## config.mk

```make
export PLATFORM = sky130hd
export DESIGN_NAME = taxel_scan_controller
export DESIGN_NICKNAME = d
export VERILOG_FILES = /design/src/rtl/taxel_scan_pkg.sv /design/src/rtl/scan_index_counter.sv /design/src/rtl/taxel_scan_controller.sv
export SDC_FILE = /design/constraint.sdc
export NUM_CORES = 1
export LEC_CHECK = 0
export ABC_AREA = 1
export BUFFER_PORTS_ARGS = -buffer_cell sky130_fd_sc_hd__buf_2
export CORE_MARGIN = 2
export CORE_UTILIZATION = 51
export DETAILED_ROUTE_END_ITERATION = 6
export PLACE_DENSITY_LB_ADDON = 0.05
export SETUP_SLACK_MARGIN = 0.02
export SLEW_MARGIN = 25
export SYNTH_ARGS = -nofsm -noshare
export SYNTH_HDL_FRONTEND = slang
export SYNTH_SLANG_ARGS = --single-unit
```

## constraint.sdc

```tcl
create_clock -name clk_in -period 1.9 [get_ports clk_in]
set_clock_uncertainty 0.15 [all_clocks]
set_input_delay 0.095 -clock clk_in [delete_from_list [all_inputs] [get_ports clk_in]]
set_output_delay 0.095 -clock clk_in [all_outputs]
set_load 0.01 [all_outputs]
```

## src/rtl/taxel_scan_pkg.sv

```systemverilog
// Shared types and helpers for the taxel scan controller.
package taxel_scan_pkg;

  localparam int DATA_WIDTH = 12;

  typedef enum logic [1:0] {
    IDLE,
    SETTLE,
    CONVERT,
    DONE
  } scan_state_t;

  // Width of an index able to address n items; never narrower than one bit.
  function automatic int idx_width(input int n);
    return (n > 1) ? $clog2(n) : 1;
  endfunction

endpackage

```

## src/rtl/scan_index_counter.sv

```systemverilog
// Row/column walker for the taxel matrix: column is the fast index and
// wraps into the row. last_out flags the final taxel of a frame.
module scan_index_counter
  import taxel_scan_pkg::*;
#(
  parameter int ROWS = 4,
  parameter int COLS = 4
) (
  input  logic                       clk_in,
  input  logic                       rst_n_in,
  input  logic                       clear_in,
  input  logic                       inc_in,
  output logic [idx_width(ROWS)-1:0] row_out,
  output logic [idx_width(COLS)-1:0] col_out,
  output logic                       last_out
);

  localparam int ROW_W = idx_width(ROWS);
  localparam int COL_W = idx_width(COLS);
  localparam logic [ROW_W-1:0] ROW_LAST = ROW_W'(ROWS - 1);
  localparam logic [COL_W-1:0] COL_LAST = COL_W'(COLS - 1);

  // Nested wrap: column advances every taxel, row advances on column wrap.
  always_ff @(posedge clk_in or negedge rst_n_in) begin
    if (!rst_n_in) begin
      row_out <= '0;
      col_out <= '0;
    end else if (clear_in) begin
      row_out <= '0;
      col_out <= '0;
    end else if (inc_in) begin
      if (col_out == COL_LAST) begin
        col_out <= '0;
        if (row_out == ROW_LAST) begin
          row_out <= '0;
        end else begin
          row_out <= row_out + ROW_W'(1);
        end
      end else begin
        col_out <= col_out + COL_W'(1);
      end
    end
  end

  assign last_out = (row_out == ROW_LAST) && (col_out == COL_LAST);

endmodule

```

## src/rtl/taxel_scan_controller.sv

```systemverilog
// Walks a ROWS x COLS taxel matrix through one shared ADC, classifies each
// sample against bounds latched at frame start and publishes a frame mask.
//
// state   | meaning
// IDLE    | waiting for start_in or continuous_in
// SETTLE  | selects applied, letting the analog path settle
// CONVERT | ADC requested, waiting for adc_valid_in or timeout
// DONE    | publish mask_out / frame_done_out, then rescan or go idle
module taxel_scan_controller
  import taxel_scan_pkg::*;
#(
  parameter int ROWS          = 4,
  parameter int COLS          = 4,
  parameter int SETTLE_CYCLES = 16,
  parameter int ADC_TIMEOUT   = 64
) (
  input  logic                            clk_in,
  input  logic                            rst_n_in,
  input  logic                            start_in,
  input  logic                            continuous_in,
  input  logic                            clear_err_in,
  input  logic [DATA_WIDTH-1:0]           lower_bound_in,
  input  logic [DATA_WIDTH-1:0]           upper_bound_in,
  output logic [idx_width(ROWS)-1:0]      row_sel_out,
  output logic [idx_width(COLS)-1:0]      col_sel_out,
  output logic                            adc_start_out,
  input  logic                            adc_valid_in,
  input  logic [DATA_WIDTH-1:0]           adc_data_in,
  output logic                            pixel_valid_out,
  output logic [idx_width(ROWS*COLS)-1:0] pixel_idx_out,
  output logic [DATA_WIDTH-1:0]           pixel_data_out,
  output logic                            pixel_in_range_out,
  output logic [ROWS*COLS-1:0]            mask_out,
  output logic                            frame_done_out,
  output logic                            busy_out,
  output logic                            error_out
);

  localparam int NUM_TAXELS = ROWS * COLS;
  localparam int IDX_W      = idx_width(NUM_TAXELS);
  // One counter serves both the settle wait and the conversion timeout.
  localparam int CNT_MAX    = (SETTLE_CYCLES > ADC_TIMEOUT - 1) ? SETTLE_CYCLES : ADC_TIMEOUT - 1;
  localparam int CNT_W      = idx_width(CNT_MAX + 1);
  // Settle counts down SETTLE_CYCLES..0, so the first adc_start_out lands
  // SETTLE_CYCLES+1 cycles after the select change / frame start.
  localparam logic [CNT_W-1:0] SETTLE_LOAD  = CNT_W'(SETTLE_CYCLES);
  localparam logic [CNT_W-1:0] TIMEOUT_LOAD = CNT_W'(ADC_TIMEOUT - 1);

  scan_state_t           state;
  logic [CNT_W-1:0]      cnt;
  logic [DATA_WIDTH-1:0] lower_q;
  logic [DATA_WIDTH-1:0] upper_q;
  logic [NUM_TAXELS-1:0] shadow;
  logic [IDX_W-1:0]      cur_idx;
  logic                  last_taxel;
  logic                  frame_start;
  logic                  sample_accept;
  logic                  sample_timeout;
  logic                  taxel_end;
  logic                  in_range;

  scan_index_counter #(
    .ROWS(ROWS),
    .COLS(COLS)
  ) u_index (
    .clk_in   (clk_in),
    .rst_n_in (rst_n_in),
    .clear_in (frame_start),
    .inc_in   (taxel_end),
    .row_out  (row_sel_out),
    .col_out  (col_sel_out),
    .last_out (last_taxel)
  );

  assign cur_idx = IDX_W'(row_sel_out) * IDX_W'(COLS) + IDX_W'(col_sel_out);

  // An inverted window (lower > upper) can never satisfy both compares.
  assign in_range = (adc_data_in >= lower_q) && (adc_data_in <= upper_q);

  assign taxel_end = sample_accept || sample_timeout;

  // Per-state decode of frame start and conversion outcome.
  always_comb begin
    frame_start    = 1'b0;
    sample_accept  = 1'b0;
    sample_timeout = 1'b0;
    case (state)
      IDLE:    frame_start = start_in || continuous_in;
      CONVERT: begin
        // adc_start_out is high only in the first CONVERT cycle; a valid
        // there is too early to belong to this request.
        sample_accept  = !adc_start_out && adc_valid_in;
        sample_timeout = !sample_accept && (cnt == '0);
      end
      DONE:    frame_start = continuous_in;
      default: ;
    endcase
  end

  // Scan sequencer with registered outputs.
  always_ff @(posedge clk_in or negedge rst_n_in) begin
    if (!rst_n_in) begin
      state              <= IDLE;
      cnt                <= '0;
      lower_q            <= '0;
      upper_q            <= '0;
      shadow             <= '0;
      mask_out           <= '0;
      adc_start_out      <= 1'b0;
      pixel_valid_out    <= 1'b0;
      pixel_idx_out      <= '0;
      pixel_data_out     <= '0;
      pixel_in_range_out <= 1'b0;
      frame_done_out     <= 1'b0;
      busy_out           <= 1'b0;
      error_out          <= 1'b0;
    end else begin
      adc_start_out   <= 1'b0;
      pixel_valid_out <= 1'b0;
      frame_done_out  <= 1'b0;
      // A timeout in the same cycle overrides this below.
      if (clear_err_in) begin
        error_out <= 1'b0;
      end

      case (state)
        IDLE: begin
          if (frame_start) begin
            state    <= SETTLE;
            busy_out <= 1'b1;
            cnt      <= SETTLE_LOAD;
            lower_q  <= lower_bound_in;
            upper_q  <= upper_bound_in;
            shadow   <= '0;
          end
        end

        SETTLE: begin
          if (cnt == '0) begin
            state         <= CONVERT;
            adc_start_out <= 1'b1;
            cnt           <= TIMEOUT_LOAD;
          end else begin
            cnt <= cnt - CNT_W'(1);
          end
        end

        CONVERT: begin
          if (sample_accept) begin
            pixel_valid_out    <= 1'b1;
            pixel_idx_out      <= cur_idx;
            pixel_data_out     <= adc_data_in;
            pixel_in_range_out <= in_range;
            shadow[cur_idx]    <= in_range;
          end
          if (sample_timeout) begin
            error_out <= 1'b1;
          end
          if (taxel_end) begin
            if (last_taxel) begin
              state <= DONE;
            end else begin
              state <= SETTLE;
              cnt   <= SETTLE_LOAD;
            end
          end else begin
            cnt <= cnt - CNT_W'(1);
          end
        end

        DONE: begin
          mask_out       <= shadow;
          frame_done_out <= 1'b1;
          if (frame_start) begin
            state   <= SETTLE;
            cnt     <= SETTLE_LOAD;
            lower_q <= lower_bound_in;
            upper_q <= upper_bound_in;
            shadow  <= '0;
          end else begin
            state    <= IDLE;
            busy_out <= 1'b0;
          end
        end

        default: begin
          state    <= IDLE;
          busy_out <= 1'b0;
        end
      endcase
    end
  end

endmodule

```

==> Yosys cells after proc, flatten, opt, wreduce, memory -nomap -nowiden <==
Index checks and enable logic that the tools add are counted.
{ "totals": {"register_bits": 90, "in_bits": 42, "output_inout_bits": 42, "elab_cells": 97} }
{ "op_classes": {"n_addsub": 4, "n_lt_le_gt_ge": 4, "n_eq_ne": 12, "mux": 38, "n_reduce_logical": 23} }
{ "op_table": {"columns": ["cell", "n"], "rows": [
  ["16-bit 2-to-1 mux", 2],
  ["16-bit case mux with 2 select lines", 1],
  ["6-bit 2-to-1 mux", 4],
  ["2-bit 2-to-1 mux", 11],
  ["6-bit case mux with 3 select lines", 1],
  ["16-bit bitwise mux", 1],
  ["1-bit 2-to-1 mux", 14],
  ["12-bit >= comparator", 1],
  ["12-bit <= comparator", 1],
  ["2-bit inequality test, second input constant", 5],
  ["3-bit AND reduction", 3],
  ["2-bit == test, second input constant", 4],
  ["2-bit case mux with 4 select lines", 1],
  ["2-bit AND reduction", 4],
  ["2-bit nonzero test", 4],
  ["6-bit zero test", 1],
  ["6-bit by 1-bit subtractor with 6-bit output, second input constant", 1],
  ["1-bit logical AND", 5],
  ["4-bit by 5-bit < comparator with 1-bit output, second input constant", 1],
  ["2-bit by 1-bit adder with 2-bit output, second input constant", 2],
  ["4-bit by 2-bit adder with 4-bit output", 1],
  ["1-bit demux with 4-bit select", 1],
  ["4-bit by 1-bit >= comparator with 1-bit output, second input constant", 1],
  ["1-bit case mux with 2 select lines", 2],
  ["other kinds (7)", 9]
]} }

==> Longest topological paths before layout <==
{ "depth": {"ltp_word": 8, "depth_mapped": 13, "ltp_nobuf": 12} }

==> By module <==
From an unflattened synthesis, not the netlist that was laid out.
{ "hier_totals": {"hier_cells": 584, "area_unflattened_um2": 4750.8} }
{ "by_module_without_submodules": {"columns": ["module", "n_inst", "cells_per_inst", "area_each_um2", "seq_area_each_um2"], "rows": [
  ["taxel_scan_controller", 1, 558, 4535.6, 2152.1],
  ["scan_index_counter", 1, 26, 215.2, 100.1]
]} }

==> Worst setup path after synthesis <==
OpenSTA, ideal clock, no wires.
{ "synth_timing": {"path_kind": "register to register", "start": "reg state[0]", "end": "reg cnt[3]", "setup_ps": 120, "arrival_ps": 1520, "required_ps": 1630, "path_slack_ps": 110, "stages_incl_launch_ff": 10, "path_buffers": 1, "period_less_slack_ps": 1790, "path_cell_list": "dfrtp_1 inv_1 ha_1 inv_1 buf_4 nand2_1 nand2_8 inv_6 nand3_1 o21ai_2"} }
{ "synth_between": {"elab_chain_cells": 5, "word_cells_on_any_way": 14, "cone_classes": "5 x eq/ne; 5 x mux; 4 x reduce/logical"} }
{ "synth_lines": {"columns": ["element", "line", "source"], "rows": [
  ["start: declaration", "taxel_scan_controller.sv:49", "scan_state_t state;"],
  ["start signal: assignment", "taxel_scan_controller.sv:103", "state <= IDLE;"],
  ["start signal: assignment", "taxel_scan_controller.sv:129", "state <= SETTLE;"],
  ["start signal: assignment", "taxel_scan_controller.sv:140", "state <= CONVERT;"],
  ["2-bit == test", "taxel_scan_controller.sv:87, taxel_scan_controller.sv:126", null],
  ["1-bit 2-to-1 mux", "taxel_scan_controller.sv:87", "case (state)"],
  ["1-bit logical OR", "taxel_scan_controller.sv:80", "assign taxel_end = sample_accept || sample_timeout;"],
  ["6-bit 2-to-1 mux / 3-bit inequality test (equally long branches)", null, null],
  ["6-bit case mux with 3 select lines / 2-bit AND reduction (equally long branches)", null, null],
  ["end signal: assignment", "taxel_scan_controller.sv:144", "cnt <= cnt - CNT_W'(1);"],
  ["end signal: assignment", "taxel_scan_controller.sv:167", "cnt <= cnt - CNT_W'(1);"],
  ["end: declaration", "taxel_scan_controller.sv:50", "logic [CNT_W-1:0] cnt;"]
]} }
Parallel ways exist; a longest one is shown, timed or not.
A chain may end at the register's enable or synchronous reset.

==> Final worst setup path <==
{ "layout_timing": {"start": "reg state[1]", "end": "reg shadow[12]"} }
{ "layout_between": {"elab_chain_cells": 4, "word_cells_on_any_way": 11, "cone_classes": "4 x eq/ne; 3 x mux; 4 x reduce/logical"} }
{ "layout_lines": {"columns": ["element", "line", "source"], "rows": [
  ["2-bit == test / 2-bit zero test (equally long branches)", "taxel_scan_controller.sv:87, taxel_scan_controller.sv:126", null],
  ["1-bit case mux with 2 select lines, or another cell as far along", "taxel_scan_controller.sv:87", null],
  ["2-bit by 1-bit inequality test with 1-bit output (no source line), or another cell as far along", null, null],
  ["3-bit AND reduction (no source line)", null, null],
  ["end signal: indexed assignment", "taxel_scan_controller.sv:154", "shadow[cur_idx] <= in_range;"],
  ["end: declaration", "taxel_scan_controller.sv:53", "logic [NUM_TAXELS-1:0] shadow;"]
]} }
Parallel ways exist; a longest one is shown, timed or not.

==> impl_metrics.csv <==
group,metric,value,unit
min_path,worstHoldStart,"adc_valid_in",
logic_synthesis,synth_fa_ha_area_frac,0.0989,
detailed_routing,dr.pass1.iters,4,
logic_synthesis,synthSimpleGateAreaFrac,0.249,
logic_synthesis,yosysTopAreaCell,"dfrtp_1",
worst_setup_path,cp_data_arrival_time,1.97,ns
global_routing,grt_pass1_wl,18.2,mm
sta,final-setup-viol-count,0,
sta,hold_violations,0,
power,p_per_area,1550,nW/µm²
logic_synthesis,syn_area,4930,µm²
placed_design,place_congestion,0.851,
floorplan,core-area,9330,µm²
sta,period_needed,1.86,ns
logic_synthesis,synth_top_family_by_area,"simple AND/OR/NAND/NOR gates",
worst_setup_path,startpoint,"state[1]",
detailed_routing,routed_via_density,4.88,
logic_synthesis,yosysWarnings,0,
min_path,hold_path.class,"input pin to register",
sta,max_freq,538,MHz
global_routing,grt_antenna_before_repair,0,
power,power.switching,4.34,mW
cells_and_area,finish.net_count,801,
sta,slew_headroom,0.611,
floorplan,core.rowCount,35,
power,p_sw_frac,0.443,
logic_synthesis,ys_seq_area_frac,0.457,
cells_and_area,diodes,0,
cells_and_area,synthToLayoutAreaGrowth,28.0,%
floorplan,die_w,102,µm
worst_setup_path,critPathRequiredTime,2.01,ns
worst_setup_path,r2r_start,"state[1]",
power,p_total,9.80,mW
outcome,status,"finished clean",
cells_and_area,fin_util,0.677,
global_routing,grt_max_degree,47,
floorplan,die_area,10500,µm²
sta,final_max_slew_viol_count,0,
placed_design,dpl_cell_area,5530,µm²
sta,worst_pin_slew,0.584,ns
placed_design,place_hpwl,7.65,mm
global_routing,track_usage,0.219,
cts,cts_tree,"done",
logic_synthesis,async_flop_share,1.00,
floorplan,die_h,102,µm
floorplan,io_pins,84,
logic_synthesis,synthCells,583,
cts,clockBufferDepth,2,
detailed_routing,vias,4165,
placed_design,numPortBuffers,83,
detailed_routing,wl_per_cell,12.7,µm
cts,cts_made_buffers,9,
cells_and_area,drive_gt1_frac,0.244,
logic_synthesis,synth_compound_area_frac,0.0959,
power,cellLeakagePower,3.49,nW
detailed_routing,drc,0,
power,ir_worst_vdd,0.879,mV
logic_synthesis,synth_mux_area_frac,0,
sta,fin_crit_sh,0.978,
logic_synthesis,yosys-top-cells-area,"dfrtp_1 (46%), nand2_1 (16%), ha_1 (9.9%), inv_1 (5.6%), nand4_1 (2.7%)",
detailed_routing,drtIter0Drc,124,
global_routing,grt_pass1_vias,4000,
detailed_routing,wl,10.8,mm
sta,fin_hold_ws,0.105,ns
cts,clock-sinks,90,
cells_and_area,final_cells,854,
cells_and_area,design_area,6310,µm²
worst_setup_path,crit_path_start_kind,"register",
sta,rsz0062_at_grt,"yes",
power,p_int,5.46,mW
global_routing,overflow,0,
detailed_routing,drtAntennaViolNets,0,
logic_synthesis,yosysUniqueCellTypes,33,
cts,clk_pin_slew,0.09,ns
worst_setup_path,crit_type,"register to register",
logic_synthesis,synthFlopType,"dfrtp_1",
logic_synthesis,synth-edff-count,0,
logic_synthesis,synth-seq-cells,90,
logic_synthesis,synth_xor_area_frac,0.00533,
logic_synthesis,syn-num-nets,664,
cts,cts_htree_levels,3,
cts,clk_latency,0.36,ns
flow_run,cap_violations,0,
cts,cts_root_buf,"clkbuf_8",
placed_design,dp_cells,793,
power,clockPowerShare,0.138,
logic_synthesis,avgSynthCellArea,8.46,µm²
logic_synthesis,synth.top_cell.area_share,0.457,
worst_setup_path,worstPathMaxFanout,8,
worst_setup_path,setup.worst_path.end_class,"register",
power,combPwrFrac,0.571,
power,power_frac_seq,0.291,
floorplan,initial_core_util,0.529,
[cells by family after synthesis]
kind of cell | count (synthesis)
adders and majority gates | 39
xor gates and xnor gates | 3
buffers and inverters | 98
DFF | 90
and+or+nand+nor | 275
AOI/OAI and AO/OA | 78
[power by group through the flow]
| stage | clock, mW | sequential, mW | combinational (mW) |
|---|---|---|---|
| 3_5_place_dp | 0 | 2.88 | 5.02 |
| 5_1_grt | 1.46 | 2.92 | 6.33 |
| 2_1_floorplan | 0 | 2.96 | 3.66 |
| 6_report | 1.35 | 2.85 | 5.60 |
| 3_3_place_gp | 0 | 2.86 | 4.90 |
| 4_1_cts | 1.39 | 2.84 | 5.10 |
[synth_stat cells, types with 2 or more instances]
cell      number
a21oi_1       14
a21oi_4        2
buf_2          2
buf_4          3
buf_6         10
clkbuf_1       3
dfrtp_1       90
ha_1          39
inv_1         74
inv_2          3
nand2_1      211
nand2_2        6
nand2_4        5
nand3_1        9
nand4_1       21
nor2_1        11
nor2_4         2
nor3_1         4
o21ai_0       19
o21ai_1       26
o21ai_2       14
o31ai_1        2
xor2_1         3
[cell type report]
type / instances / area [µm²]
fillers: 786 / 3020
multi-input cells: 397 / 2340
flip-flops and latches: 90 / 2250
repair buffers: 142 / 1040
inverters: 80 / 315
well taps: 129 / 161
clock buffers: 10 / 138
clock inverters: 6 / 66.3
[placed cells by master (no fill, tap or decap), drive strengths merged]
cell         count
buf            102
clkbuf          11
a21o             1
nand2          225
bufinv           1
clkinv           3
dlygate4sd3     39
inv             79
nand3           11
clkinvlp         3
dfrtp           90
nor2            15
or2              1
ha              39
xor2             3
o31ai            2
nor3             4
nand4           21
o21ai           59
a21oi           16
[metal layers]
layer,vias to the layer above,wire length [µm],track usage
li1,2122,-,-
met1,1945,5290,0.305
met2,80,5010,0.352
met3,18,321,0.0301
met4,0,229,0.0759
met5,-,0,0
[critical path: stages, from the launching register on]
cell       delay, ns
dfrtp_1         0.42
inv_2           0.08
ha_4            0.29
inv_6           0.04
buf_12          0.12
a21oi_4         0.28
clkbuf_16       0.21
o21ai_2         0.05
nand2_1         0.07
nand2_1         0.06
[metrics by stage]
step	setup TNS (ns)	setup slack [ns]
final	0	0.0423
after global routing	-0.319	-0.0572
after CTS	0	0.0254
after detailed placement	0	0.0462
after global placement	0	0.0940
after floorplan	0	0.110
[repair_timing]
item	in CTS	in global routing
pin swaps	0	15
hold buffers	39	0
setup buffers	0	3
gates resized for setup	1	29
endpoints found under the hold margin	80	0
cloned	0	3
setup endpoints to repair	4	31
[final timing paths]
check | cells after the start | end | slack [ns]
setup / recovery | 9 | shadow[12] | 0.04
hold / removal | 5 | pixel_idx_out[1] | 0.11
setup reg to reg | 9 | shadow[12] | 0.04
hold reg to reg | 2 | mask_out[10] | 0.32
max in group asynchronous | 3 | u_index.row_out[1] | 0.86
min in group asynchronous | 2 | pixel_valid_out | 0.12
[flip-flops by register name, indices dropped and copies added (netlist names)]
name and count:
state 2, frame_done_out 1, u_index.col_out 2, upper_q 12
shadow 16, mask_out 16, adc_start_out 1, cnt 6
pixel_idx_out 4, u_index.row_out 2, error_out 1, pixel_valid_out 1
busy_out 1, pixel_in_range_out 1, lower_q 12, pixel_data_out 12
(Power assumes the default switching activity.)
